[config.mk]
export PLATFORM = sky130hd
export DESIGN_NAME = alu_ctrl_muldiv_flat
export DESIGN_NICKNAME = d
export VERILOG_FILES = /design/src/rtl/alu_ctrl_muldiv_if.sv /design/src/rtl/alu_ctrl_muldiv.sv /design/src/flat_wrapper.sv
export SDC_FILE = /design/constraint.sdc
export NUM_CORES = 1
export LEC_CHECK = 0
export CAP_MARGIN = 0
export CELL_PAD_IN_SITES_DETAIL_PLACEMENT = 0
export CELL_PAD_IN_SITES_GLOBAL_PLACEMENT = 1
export CORE_UTILIZATION = 45
export DETAILED_ROUTE_END_ITERATION = 8
export PLACE_DENSITY_LB_ADDON = 0.1
export SLEW_MARGIN = 30
export SYNTH_ARGS = -nofsm -noshare
export SYNTH_HDL_FRONTEND = slang
export SYNTH_SLANG_ARGS = --single-unit
[constraint.sdc]
create_clock -name clk -period 7 [get_ports clk]
set_input_delay 1.4 -clock clk [delete_from_list [all_inputs] [get_ports clk]]
set_output_delay 1.4 -clock clk [all_outputs]
set_load 0.005 [all_outputs]
[src/rtl/alu_ctrl_muldiv_if.sv]
`default_nettype none
// ============================================================================
// Module      : alu_ctrl_muldiv_if
// Description : EX-stage bundle between the pipeline and the ALU control /
//               multiply-divide block.
//   master (pipeline) drives : valid, ALUOp, funct, rs_val, rt_val
//   slave  (block)    drives : ALUCon, illegal_op, stall, busy, hilo_out,
//                              div_by_zero
// Revision    : 1.0  initial release
// ============================================================================
interface alu_ctrl_muldiv_if #(
  parameter int WIDTH    = 32,
  parameter int ALUCON_W = 4
);
  logic                valid;
  logic [1:0]          ALUOp;
  logic [5:0]          funct;
  logic [WIDTH-1:0]    rs_val;
  logic [WIDTH-1:0]    rt_val;
  logic [ALUCON_W-1:0] ALUCon;
  logic                illegal_op;
  logic                stall;
  logic                busy;
  logic [WIDTH-1:0]    hilo_out;
  logic                div_by_zero;

  modport master (
    output valid, ALUOp, funct, rs_val, rt_val,
    input  ALUCon, illegal_op, stall, busy, hilo_out, div_by_zero
  );

  modport slave (
    input  valid, ALUOp, funct, rs_val, rt_val,
    output ALUCon, illegal_op, stall, busy, hilo_out, div_by_zero
  );
endinterface
`default_nettype wire

[src/rtl/alu_ctrl_muldiv.sv]
`default_nettype none
// ============================================================================
// Module      : alu_ctrl_muldiv
// Description : MIPS EX-stage ALU control decode plus HI/LO register pair and
//               an iterative radix-2 sequencer for mult/multu/div/divu.
// Ports       :
//   clk    - pipeline clock, rising edge
//   reset  - synchronous, active-high
//   bus    - alu_ctrl_muldiv_if.slave:
//            in : valid, ALUOp[1:0], funct[5:0], rs_val, rt_val
//            out: ALUCon (comb), illegal_op (comb), stall, busy,
//                 hilo_out (mfhi/mflo read port), div_by_zero (sticky)
// Revision    : 1.0  initial release
// ============================================================================
module alu_ctrl_muldiv #(
  parameter int WIDTH    = 32,
  parameter int ALUCON_W = 4
) (
  input  wire                 clk,
  input  wire                 reset,
  alu_ctrl_muldiv_if.slave    bus
);

  localparam logic [5:0] F_AND   = 6'b100100;
  localparam logic [5:0] F_OR    = 6'b100101;
  localparam logic [5:0] F_ADD   = 6'b100000;
  localparam logic [5:0] F_SUB   = 6'b100010;
  localparam logic [5:0] F_SLT   = 6'b101010;
  localparam logic [5:0] F_NOR   = 6'b100111;
  localparam logic [5:0] F_MULT  = 6'b011000;
  localparam logic [5:0] F_MULTU = 6'b011001;
  localparam logic [5:0] F_DIV   = 6'b011010;
  localparam logic [5:0] F_DIVU  = 6'b011011;
  localparam logic [5:0] F_MFHI  = 6'b010000;
  localparam logic [5:0] F_MFLO  = 6'b010010;

  localparam int              CNT_W   = (WIDTH > 1) ? $clog2(WIDTH) : 1;
  localparam logic [CNT_W-1:0] CNT_MAX = CNT_W'(WIDTH - 1);

  typedef enum logic [1:0] {
    S_IDLE = 2'd0,
    S_ITER = 2'd1,
    S_FIX  = 2'd2
  } state_t;

  state_t               state_q;
  logic [CNT_W-1:0]     cnt_q;
  logic [2*WIDTH-1:0]   acc_q;     // mult: {partial, multiplier}; div: {rem, quotient}
  logic [WIDTH-1:0]     opb_q;     // multiplicand or divisor magnitude
  logic                 is_div_q;
  logic                 neg_lo_q;  // negate product / quotient in FIX
  logic                 neg_hi_q;  // negate remainder in FIX (div only)
  logic [WIDTH-1:0]     hi_q;
  logic [WIDTH-1:0]     lo_q;
  logic                 dbz_q;

  // ---------------------------------------------------------------- decode
  logic [3:0] w_alucon;
  logic       w_legal;
  logic       w_is_muldiv;
  logic       w_is_mfhi;
  logic       w_is_mflo;

  always_comb begin
    w_alucon    = 4'b1111;
    w_legal     = 1'b0;
    w_is_muldiv = 1'b0;
    w_is_mfhi   = 1'b0;
    w_is_mflo   = 1'b0;
    case (bus.ALUOp)
      2'b00: begin w_alucon = 4'b0010; w_legal = 1'b1; end
      2'b01: begin w_alucon = 4'b0110; w_legal = 1'b1; end
      2'b10: begin
        case (bus.funct)
          F_AND: begin w_alucon = 4'b0000; w_legal = 1'b1; end
          F_OR:  begin w_alucon = 4'b0001; w_legal = 1'b1; end
          F_ADD: begin w_alucon = 4'b0010; w_legal = 1'b1; end
          F_SUB: begin w_alucon = 4'b0110; w_legal = 1'b1; end
          F_SLT: begin w_alucon = 4'b0111; w_legal = 1'b1; end
          F_NOR: begin w_alucon = 4'b1100; w_legal = 1'b1; end
          F_MULT, F_MULTU, F_DIV, F_DIVU: begin
            w_alucon = 4'b0010; w_legal = 1'b1; w_is_muldiv = 1'b1;
          end
          F_MFHI: begin w_alucon = 4'b0010; w_legal = 1'b1; w_is_mfhi = 1'b1; end
          F_MFLO: begin w_alucon = 4'b0010; w_legal = 1'b1; w_is_mflo = 1'b1; end
          default: ;
        endcase
      end
      default: ;
    endcase
  end

  assign bus.ALUCon     = ALUCON_W'(w_alucon);
  assign bus.illegal_op = bus.valid & ~w_legal;

  // ------------------------------------------------------- issue operands
  // funct[0] marks the unsigned variants, funct[1] the divides.
  logic             w_start;
  logic             w_op_div;
  logic             w_op_signed;
  logic             w_rs_neg;
  logic             w_rt_neg;
  logic [WIDTH-1:0] w_rs_mag;
  logic [WIDTH-1:0] w_rt_mag;
  logic             w_dbz;

  assign w_start     = bus.valid & w_is_muldiv & (state_q == S_IDLE);
  assign w_op_div    = bus.funct[1];
  assign w_op_signed = ~bus.funct[0];
  assign w_rs_neg    = w_op_signed & bus.rs_val[WIDTH-1];
  assign w_rt_neg    = w_op_signed & bus.rt_val[WIDTH-1];
  assign w_rs_mag    = w_rs_neg ? -bus.rs_val : bus.rs_val;
  assign w_rt_mag    = w_rt_neg ? -bus.rt_val : bus.rt_val;
  assign w_dbz       = w_op_div & (bus.rt_val == '0);

  // ------------------------------------------------------- iteration step
  // Shift-add: add multiplicand into the upper half when the current
  // multiplier bit is set, then shift the whole accumulator right.
  logic [WIDTH:0]     w_mul_sum;
  logic [2*WIDTH-1:0] acc_mul_d;
  assign w_mul_sum = {1'b0, acc_q[2*WIDTH-1:WIDTH]} + {1'b0, opb_q};
  assign acc_mul_d = acc_q[0] ? {w_mul_sum, acc_q[WIDTH-1:1]}
                              : {1'b0, acc_q[2*WIDTH-1:1]};

  // Restoring divide: shift the next dividend bit into the remainder and
  // subtract when it fits. An explicit compare (rather than a borrow bit)
  // keeps the zero-divisor case well defined: every step "fits", so the
  // quotient fills with ones and the remainder ends up equal to the dividend.
  logic [WIDTH:0]     w_div_trial;
  logic [WIDTH:0]     w_div_diff;
  logic               w_div_fit;
  logic [2*WIDTH-1:0] acc_div_d;
  assign w_div_trial = acc_q[2*WIDTH-1:WIDTH-1];
  assign w_div_diff  = w_div_trial - {1'b0, opb_q};
  assign w_div_fit   = (w_div_trial >= {1'b0, opb_q});
  assign acc_div_d   = w_div_fit ? {w_div_diff[WIDTH-1:0], acc_q[WIDTH-2:0], 1'b1}
                                 : {acc_q[2*WIDTH-2:0], 1'b0};

  logic [2*WIDTH-1:0] w_acc_neg;
  assign w_acc_neg = -acc_q;

  // ------------------------------------------------------------------ FSM
  always_ff @(posedge clk) begin
    if (reset) begin
      state_q  <= S_IDLE;
      cnt_q    <= '0;
      acc_q    <= '0;
      opb_q    <= '0;
      is_div_q <= 1'b0;
      neg_lo_q <= 1'b0;
      neg_hi_q <= 1'b0;
      hi_q     <= '0;
      lo_q     <= '0;
      dbz_q    <= 1'b0;
    end else begin
      case (state_q)
        S_IDLE: begin
          if (w_start) begin
            // Divide by zero keeps the raw dividend so HI returns rs_val
            // unmodified, and suppresses sign correction.
            acc_q    <= {{WIDTH{1'b0}}, w_dbz ? bus.rs_val : w_rs_mag};
            opb_q    <= w_rt_mag;
            is_div_q <= w_op_div;
            neg_lo_q <= ~w_dbz & (w_rs_neg ^ w_rt_neg);
            neg_hi_q <= ~w_dbz & w_rs_neg;
            dbz_q    <= w_dbz;
            cnt_q    <= '0;
            state_q  <= S_ITER;
          end
        end
        S_ITER: begin
          acc_q <= is_div_q ? acc_div_d : acc_mul_d;
          if (cnt_q == CNT_MAX) begin
            state_q <= S_FIX;
          end else begin
            cnt_q <= cnt_q + CNT_W'(1);
          end
        end
        S_FIX: begin
          if (is_div_q) begin
            lo_q <= neg_lo_q ? -acc_q[WIDTH-1:0] : acc_q[WIDTH-1:0];
            hi_q <= neg_hi_q ? -acc_q[2*WIDTH-1:WIDTH] : acc_q[2*WIDTH-1:WIDTH];
          end else begin
            {hi_q, lo_q} <= neg_lo_q ? w_acc_neg : acc_q;
          end
          state_q <= S_IDLE;
        end
        default: state_q <= S_IDLE;
      endcase
    end
  end

  // -------------------------------------------------------------- outputs
  assign bus.stall       = w_start | (state_q == S_ITER) | (state_q == S_FIX);
  assign bus.busy        = (state_q != S_IDLE);
  assign bus.div_by_zero = dbz_q;
  assign bus.hilo_out    = (bus.valid & w_is_mfhi) ? hi_q :
                           (bus.valid & w_is_mflo) ? lo_q : '0;

endmodule
`default_nettype wire

[src/flat_wrapper.sv]
// flat-port wrapper written by rule: the top's interface ports become plain ports
module alu_ctrl_muldiv_flat 
#(
  parameter int WIDTH    = 32,
  parameter int ALUCON_W = 4
)
  (clk, reset, bus_valid, bus_ALUOp, bus_funct, bus_rs_val, bus_rt_val, bus_ALUCon, bus_illegal_op, bus_stall, bus_busy, bus_hilo_out, bus_div_by_zero);
  alu_ctrl_muldiv_if #(.WIDTH(WIDTH), .ALUCON_W(ALUCON_W)) bus_i ();
  input  wire clk;
  input  wire reset;
  input wire logic [$bits(bus_i.valid)-1:0] bus_valid;
  input wire logic [$bits(bus_i.ALUOp)-1:0] bus_ALUOp;
  input wire logic [$bits(bus_i.funct)-1:0] bus_funct;
  input wire logic [$bits(bus_i.rs_val)-1:0] bus_rs_val;
  input wire logic [$bits(bus_i.rt_val)-1:0] bus_rt_val;
  output wire logic [$bits(bus_i.ALUCon)-1:0] bus_ALUCon;
  output wire logic [$bits(bus_i.illegal_op)-1:0] bus_illegal_op;
  output wire logic [$bits(bus_i.stall)-1:0] bus_stall;
  output wire logic [$bits(bus_i.busy)-1:0] bus_busy;
  output wire logic [$bits(bus_i.hilo_out)-1:0] bus_hilo_out;
  output wire logic [$bits(bus_i.div_by_zero)-1:0] bus_div_by_zero;
  assign bus_i.valid = bus_valid;
  assign bus_i.ALUOp = bus_ALUOp;
  assign bus_i.funct = bus_funct;
  assign bus_i.rs_val = bus_rs_val;
  assign bus_i.rt_val = bus_rt_val;
  assign bus_ALUCon = bus_i.ALUCon;
  assign bus_illegal_op = bus_i.illegal_op;
  assign bus_stall = bus_i.stall;
  assign bus_busy = bus_i.busy;
  assign bus_hilo_out = bus_i.hilo_out;
  assign bus_div_by_zero = bus_i.div_by_zero;
  alu_ctrl_muldiv #(.WIDTH(WIDTH), .ALUCON_W(ALUCON_W)) u_core (.clk(clk), .reset(reset), .bus(bus_i));
endmodule
After elaboration in Yosys (flattened, before gate mapping)
Index checks and enable logic that the tools add are counted.
{"block": "classes", "add_sub_neg": 8, "magnitude_cmp": 1, "eq_ne": 20, "muxes": 31, "bitwise": 16, "n_reduce_logical": 13}
{"operator": "two-way mux 64 bit", "n": 5}
{"operator": "two-way mux 32 bit", "n": 9}
{"operator": "negator 32 bit", "n": 4}
{"operator": "case mux 64 bit (2 select lines)", "n": 1}
{"operator": "negator 64 bit", "n": 1}
{"operator": "equality test 6 x 5 -> 1 bit (second input constant)", "n": 6}
{"operator": "equality test 6 bit (second input constant)", "n": 6}
{"operator": "adder 32 x 32 -> 33 bit", "n": 1}
{"operator": ">= comparator 33 x 32 -> 1 bit", "n": 1}
{"operator": "zero test 32 bit", "n": 1}
{"operator": "subtractor 32 bit", "n": 1}
{"operator": "case mux 4 bit (6 select lines)", "n": 1}
{"operator": "case mux 4 bit (3 select lines)", "n": 1}
{"operator": "OR reduction 12 bit", "n": 1}
{"operator": "AND 1 bit", "n": 10}
{"operator": "two-way mux 5 bit", "n": 2}
{"operator": "case mux 5 bit (2 select lines)", "n": 1}
{"operator": "two-way mux 1 bit", "n": 7}
{"operator": "OR reduction 7 bit", "n": 1}
{"operator": "AND reduction 2 bit", "n": 3}
{"operator": "adder 5 x 1 -> 5 bit (second input constant)", "n": 1}
{"operator": "equality test 5 bit (second input constant)", "n": 1}
{"operator": "equality test 2 x 1 -> 1 bit (second input constant)", "n": 2}
{"operator": "equality test 2 bit (second input constant)", "n": 2}
{"operator": "other kinds (13)", "n": 20}
{"block": "totals", "register_bits": 171, "output_inout_bits": 40}

Logic depth before layout (Yosys ltp)
{"block": "depth", "word_depth": 8, "depth_mapped": 14, "ltp_nobuf": 13}

Least setup slack after synthesis
Ideal clock, no wire load.
{"block": "synth_timing", "path_kind": "input-to-output", "start": "input bus_valid", "end": "output bus_stall", "t_arrival_ps": 2604, "t_required_ps": 5600, "setup_slack_ps": 2996, "stages": 6, "path_buffers": 2, "cell_sequence": "nand2_1 nor4b_1 nand4b_1 clkbuf_1 clkbuf_1 nand3_1"}
{"block": "synth_between", "elab_chain_cells": 4}
{"item": "start: declaration", "line_no": "flat_wrapper.sv:11", "rtl": "input wire logic [$bits(bus_i.valid)-1:0] bus_valid;"}
{"item": "AND 1 bit (2 in series)", "line_no": "alu_ctrl_muldiv.sv:107", "rtl": "assign w_start = bus.valid & w_is_muldiv & (state_q == S_IDLE);"}
{"item": "bitwise OR 1 bit (2 in series)", "line_no": "alu_ctrl_muldiv.sv:194", "rtl": "assign bus.stall = w_start | (state_q == S_ITER) | (state_q == S_FIX);"}
{"item": "end: declaration", "line_no": "flat_wrapper.sv:18", "rtl": "output wire logic [$bits(bus_i.stall)-1:0] bus_stall;"}
No other way between the ends.

Worst setup path in the final report
{"block": "layout_timing", "start": "input bus_ALUOp[1]", "end": "output bus_hilo_out[7]"}
{"block": "layout_between", "elab_chain_cells": 5, "word_cells_on_any_way": 7, "classes_between": "eq/ne (1); mux (4); bitwise (2)"}
{"item": "start: declaration", "line_no": "flat_wrapper.sv:12", "rtl": "input wire logic [$bits(bus_i.ALUOp)-1:0] bus_ALUOp;"}
{"item": "equality test 2 bit (*)", "line_no": "alu_ctrl_muldiv.sv:70", "rtl": "case (bus.ALUOp)"}
{"item": "two-way mux 1 bit", "line_no": "alu_ctrl_muldiv.sv:70"}
{"item": "AND 1 bit", "line_no": "alu_ctrl_muldiv.sv:198", "rtl": "(bus.valid & w_is_mflo) ? lo_q : '0;"}
{"item": "two-way mux 32 bit", "line_no": "alu_ctrl_muldiv.sv:198"}
{"item": "two-way mux 32 bit (*)", "line_no": "alu_ctrl_muldiv.sv:197", "rtl": "assign bus.hilo_out = (bus.valid & w_is_mfhi) ? hi_q :"}
{"item": "end: declaration", "line_no": "flat_wrapper.sv:20", "rtl": "output wire logic [$bits(bus_i.hilo_out)-1:0] bus_hilo_out;"}
Mark *: on every way between the ends. The rest lies on a longest branch, timed or not.

==> results.toml <==
[clock_tree]
insertion_delay_ps = 450
h-tree-depth = 4
clkSinkCount = 171
cts_max_path_buffers = 2
cts_tree = "built"
path_clk_slew_ps = 70
cts-root-buf = "clkbuf_16"
cts_setup_buffers = 0
cts_resized = 0
cts_buffers = 17
hold_buffers = 0

[placed_design]
post-dp-hpwl_mm = 36.17
portBuffers = 114
dp_slack_ps = 1895
place_congestion = 0.8974

[power]
power.switching_uw = 650.8
p_int_mw = 1.641
p_leak_nw = 5.967
clockPowerShare_pct = 44.2
pwr-share-seq_pct = 42.8
switching_share_pct = 28.40
combPwrFrac_pct = 12.9
peakVddDrop_mv = 0.1583
pwr_density_cell_nw_per_um2 = 140.3

[layout]
drive_above_1_share_pct = 3.856
final_nets = 2131
area_growth_syn_to_layout_pct = 13.41
diodes = 0

[sta]
finalHoldViolCount = 0
period_needed_ps = 5157
fin_tns_setup_ps = 0
drv_slew = 0
skew_ps = 11.67
setup_ws_ps = 1843
max_clock_freq_mhz = 193.9
setup_viol = 0
post-route-period-util_pct = 73.67
max-slew-margin-rel_pct = 33.29
worst_pin_slew_ps = 1001
rsz0062_at_grt = "false"

[synthesis]
avgSynthCellArea_um2 = 7.314
synth_top_area_cell = "dfxtp_1"
ys_warn_count = 0
synth_top_area_share_pct = 23.77
postSynthCellCount = 1969
synth_cell_type_count = 67
synth_area_um2 = 14400
synth_area_leaders = "dfxtp_1, nor2_1, a211oi_1, ha_1, xor2_1"
yosysSeqAreaShare_pct = 23.77
synth-main-ff-cell = "dfxtp_1"
synth_edf_count = 0
ys_ff_latch = 171
syn_nets = 2116
async_flop_share_pct = 0

[die]
fp.coreArea_um2 = 31560
rows = 65
initial_core_util_pct = 45.64
fp.dieH_um = 180.9
dieArea_um2 = 32720
io_pins = 115
die_x_um = 180.9

[run_status]
outcome = "completed"

[critical_path]
slowest_delay_ps = 560
critical_path.top_delay_family = "buffers and inverters"
critPathMostFrequentCell = "clkdlybuf4s50_1"
critPathLaunchType = "input pin"
worstPathRequired_ps = 5600
crit_arrival_ps = 3760
cp_max_fo = 32
path_cells = "clkdlybuf4s50_1, nand2_1, nor4b_1, nand3_1, buf_4, nor2_1, clkdlybuf4s50_1"
path_class = "input pin to output pin"
end_kind = "output pin"
cp_slowest_cell = "nor4b_1"
path_buf_inv = 3

[global_route]
grt_pass1_wl_mm = 75.42
grt_max_degree = 113
grt_pass1_vias = 13020
antenna_found_initial = 0
grt_use_total_pct = 29.31
overflow = 0

[drt]
drc = 0
initialDrtViolationCount = 1272
totalWireLength_mm = 48.22
wire_per_inst_um = 20.10
vias_per_cell = 5.999
vias = 14391
dr.pass1.iters = 5
final_antenna_net_count = 0

[run]
maxCapViolations = 0

[worst_hold_path]
hold_path_class = "register to register"
[cells in the mapped netlist, types with 7 or more instances]
| cell type | count |
|---|---|
| mux2i_1 | 75 |
| ha_1 | 70 |
| o31ai_1 | 24 |
| o211ai_1 | 21 |
| clkbuf_1 | 118 |
| and3_1 | 16 |
| a32o_1 | 7 |
| buf_1 | 12 |
| dfxtp_1 | 171 |
| nand2_1 | 163 |
| or4_1 | 12 |
| a31oi_1 | 21 |
| or2_2 | 8 |
| a211oi_1 | 124 |
| a21oi_1 | 154 |
| nand2b_1 | 21 |
| o41ai_1 | 13 |
| a22o_1 | 8 |
| inv_1 | 74 |
| xor2_1 | 90 |
| a311oi_1 | 14 |
| nor2_1 | 257 |
| nor4_1 | 15 |
| or3_1 | 22 |
| a21o_1 | 24 |
| xnor2_1 | 73 |
| o22ai_1 | 8 |
| nor3_1 | 46 |
| nor2b_1 | 27 |
| o21ai_0 | 102 |
| nand4_1 | 21 |
| o21a_1 | 8 |
| nand3_1 | 51 |
[tightest hold or removal path: cells and delay by family, from the launching register on]
family           cells  cell delay, ps
flip-flops           1             310
AO/OA/AOI/OAI        1              50
AND/OR/NAND/NOR      1              50
[path summary, 6_finish.rpt]
check | slack (ps) | depth (start not counted) | end | start
min reg2reg | 450 | 2 | u_core.hi_q[28] | u_core.hi_q[28]
max | 1840 | 7 | bus_hilo_out[7] | bus_ALUOp[1]
min | 450 | 2 | u_core.hi_q[28] | u_core.hi_q[28]
max reg2reg | 2870 | 12 | u_core.acc_q[44] | u_core.acc_q[34]
[flip-flops by register name, summed over array words and instances (netlist names)]
| register | count |
|---|---|
| u_core.acc_q | 64 |
| u_core.bus.div_by_zero | 1 |
| u_core.cnt_q | 5 |
| u_core.hi_q | 32 |
| u_core.is_div_q | 1 |
| u_core.lo_q | 32 |
| u_core.neg_hi_q | 1 |
| u_core.neg_lo_q | 1 |
| u_core.opb_q | 32 |
| u_core.state_q | 2 |
[layout by cell type (no fill, tap or decap), types with 70 or more instances in the layout]
| cell | n |
|---|---|
| a211oi_1 | 124 |
| nor2_1 | 257 |
| inv_1 | 74 |
| o21ai_0 | 102 |
| clkdlybuf4s50_1 | 112 |
| xnor2_1 | 73 |
| xor2_1 | 90 |
| nand2_1 | 163 |
| mux2i_1 | 75 |
| dfxtp_1 | 170 |
| ha_1 | 70 |
| a21oi_1 | 152 |
[kinds of logic after synthesis]
group | after synthesis | synth area share, %
AO/OA/AOI/OAI | 588 | 26.84
XOR/XNOR | 163 | 9.913
adder cells (fa/ha/maj) | 72 | 6.360
buffers and inverters | 211 | 5.560
flip-flops | 171 | 23.77
multiplexers | 75 | 5.213
AND/OR/NAND/NOR | 689 | 22.35
[metal layers]
layer  up-vias  part of all wire [%]  global-route usage [%]
met3        23                   5.6                   3.185
li1       7191                     -                       -
met2       422                    41                   42.75
met4         0                  0.95                   5.231
met5         -                     0                       0
met1      6755                    52                   45.84
[final cells by class]
cell class                 instances  area, µm²
fill                            3148      15220
multi-input combinational       1587      10220
sequential                       171       3427
timing repair buffer             133       1300
tap                              402      503.0
clock buffer                      17      425.4
inverter                          74      277.8
clock inverter                    15      182.7
[power groups by stage]
stage          sequential, mW  clock (mW)  combinational, mW
3_5_place_dp             1.00           0              0.289
2_1_floorplan            1.00           0              0.179
5_1_grt                 0.982        1.06              0.322
3_3_place_gp             1.00           0              0.290
6_report                0.982        1.01              0.296
4_1_cts                 0.981        1.02              0.291
[through the flow]
| step | cells | utilization (%) | hold slack, ps | area (µm²) | power, mW |
|---|---|---|---|---|---|
| finish | 2399 | 51.76 | 451.4 | 16330 | 2.292 |
| global placement | 2366 | 49.71 | 439.3 | 15690 | 1.294 |
| global route | 2399 | 51.76 | 464.1 | 16330 | 2.366 |
| detailed placement | 2366 | 49.71 | 442.3 | 15690 | 1.293 |
| CTS | 2398 | 51.64 | 452.0 | 16290 | 2.297 |
| floorplan | 1969 | - | 431.2 | 14400 | 1.179 |
(Power assumes the default switching activity.)
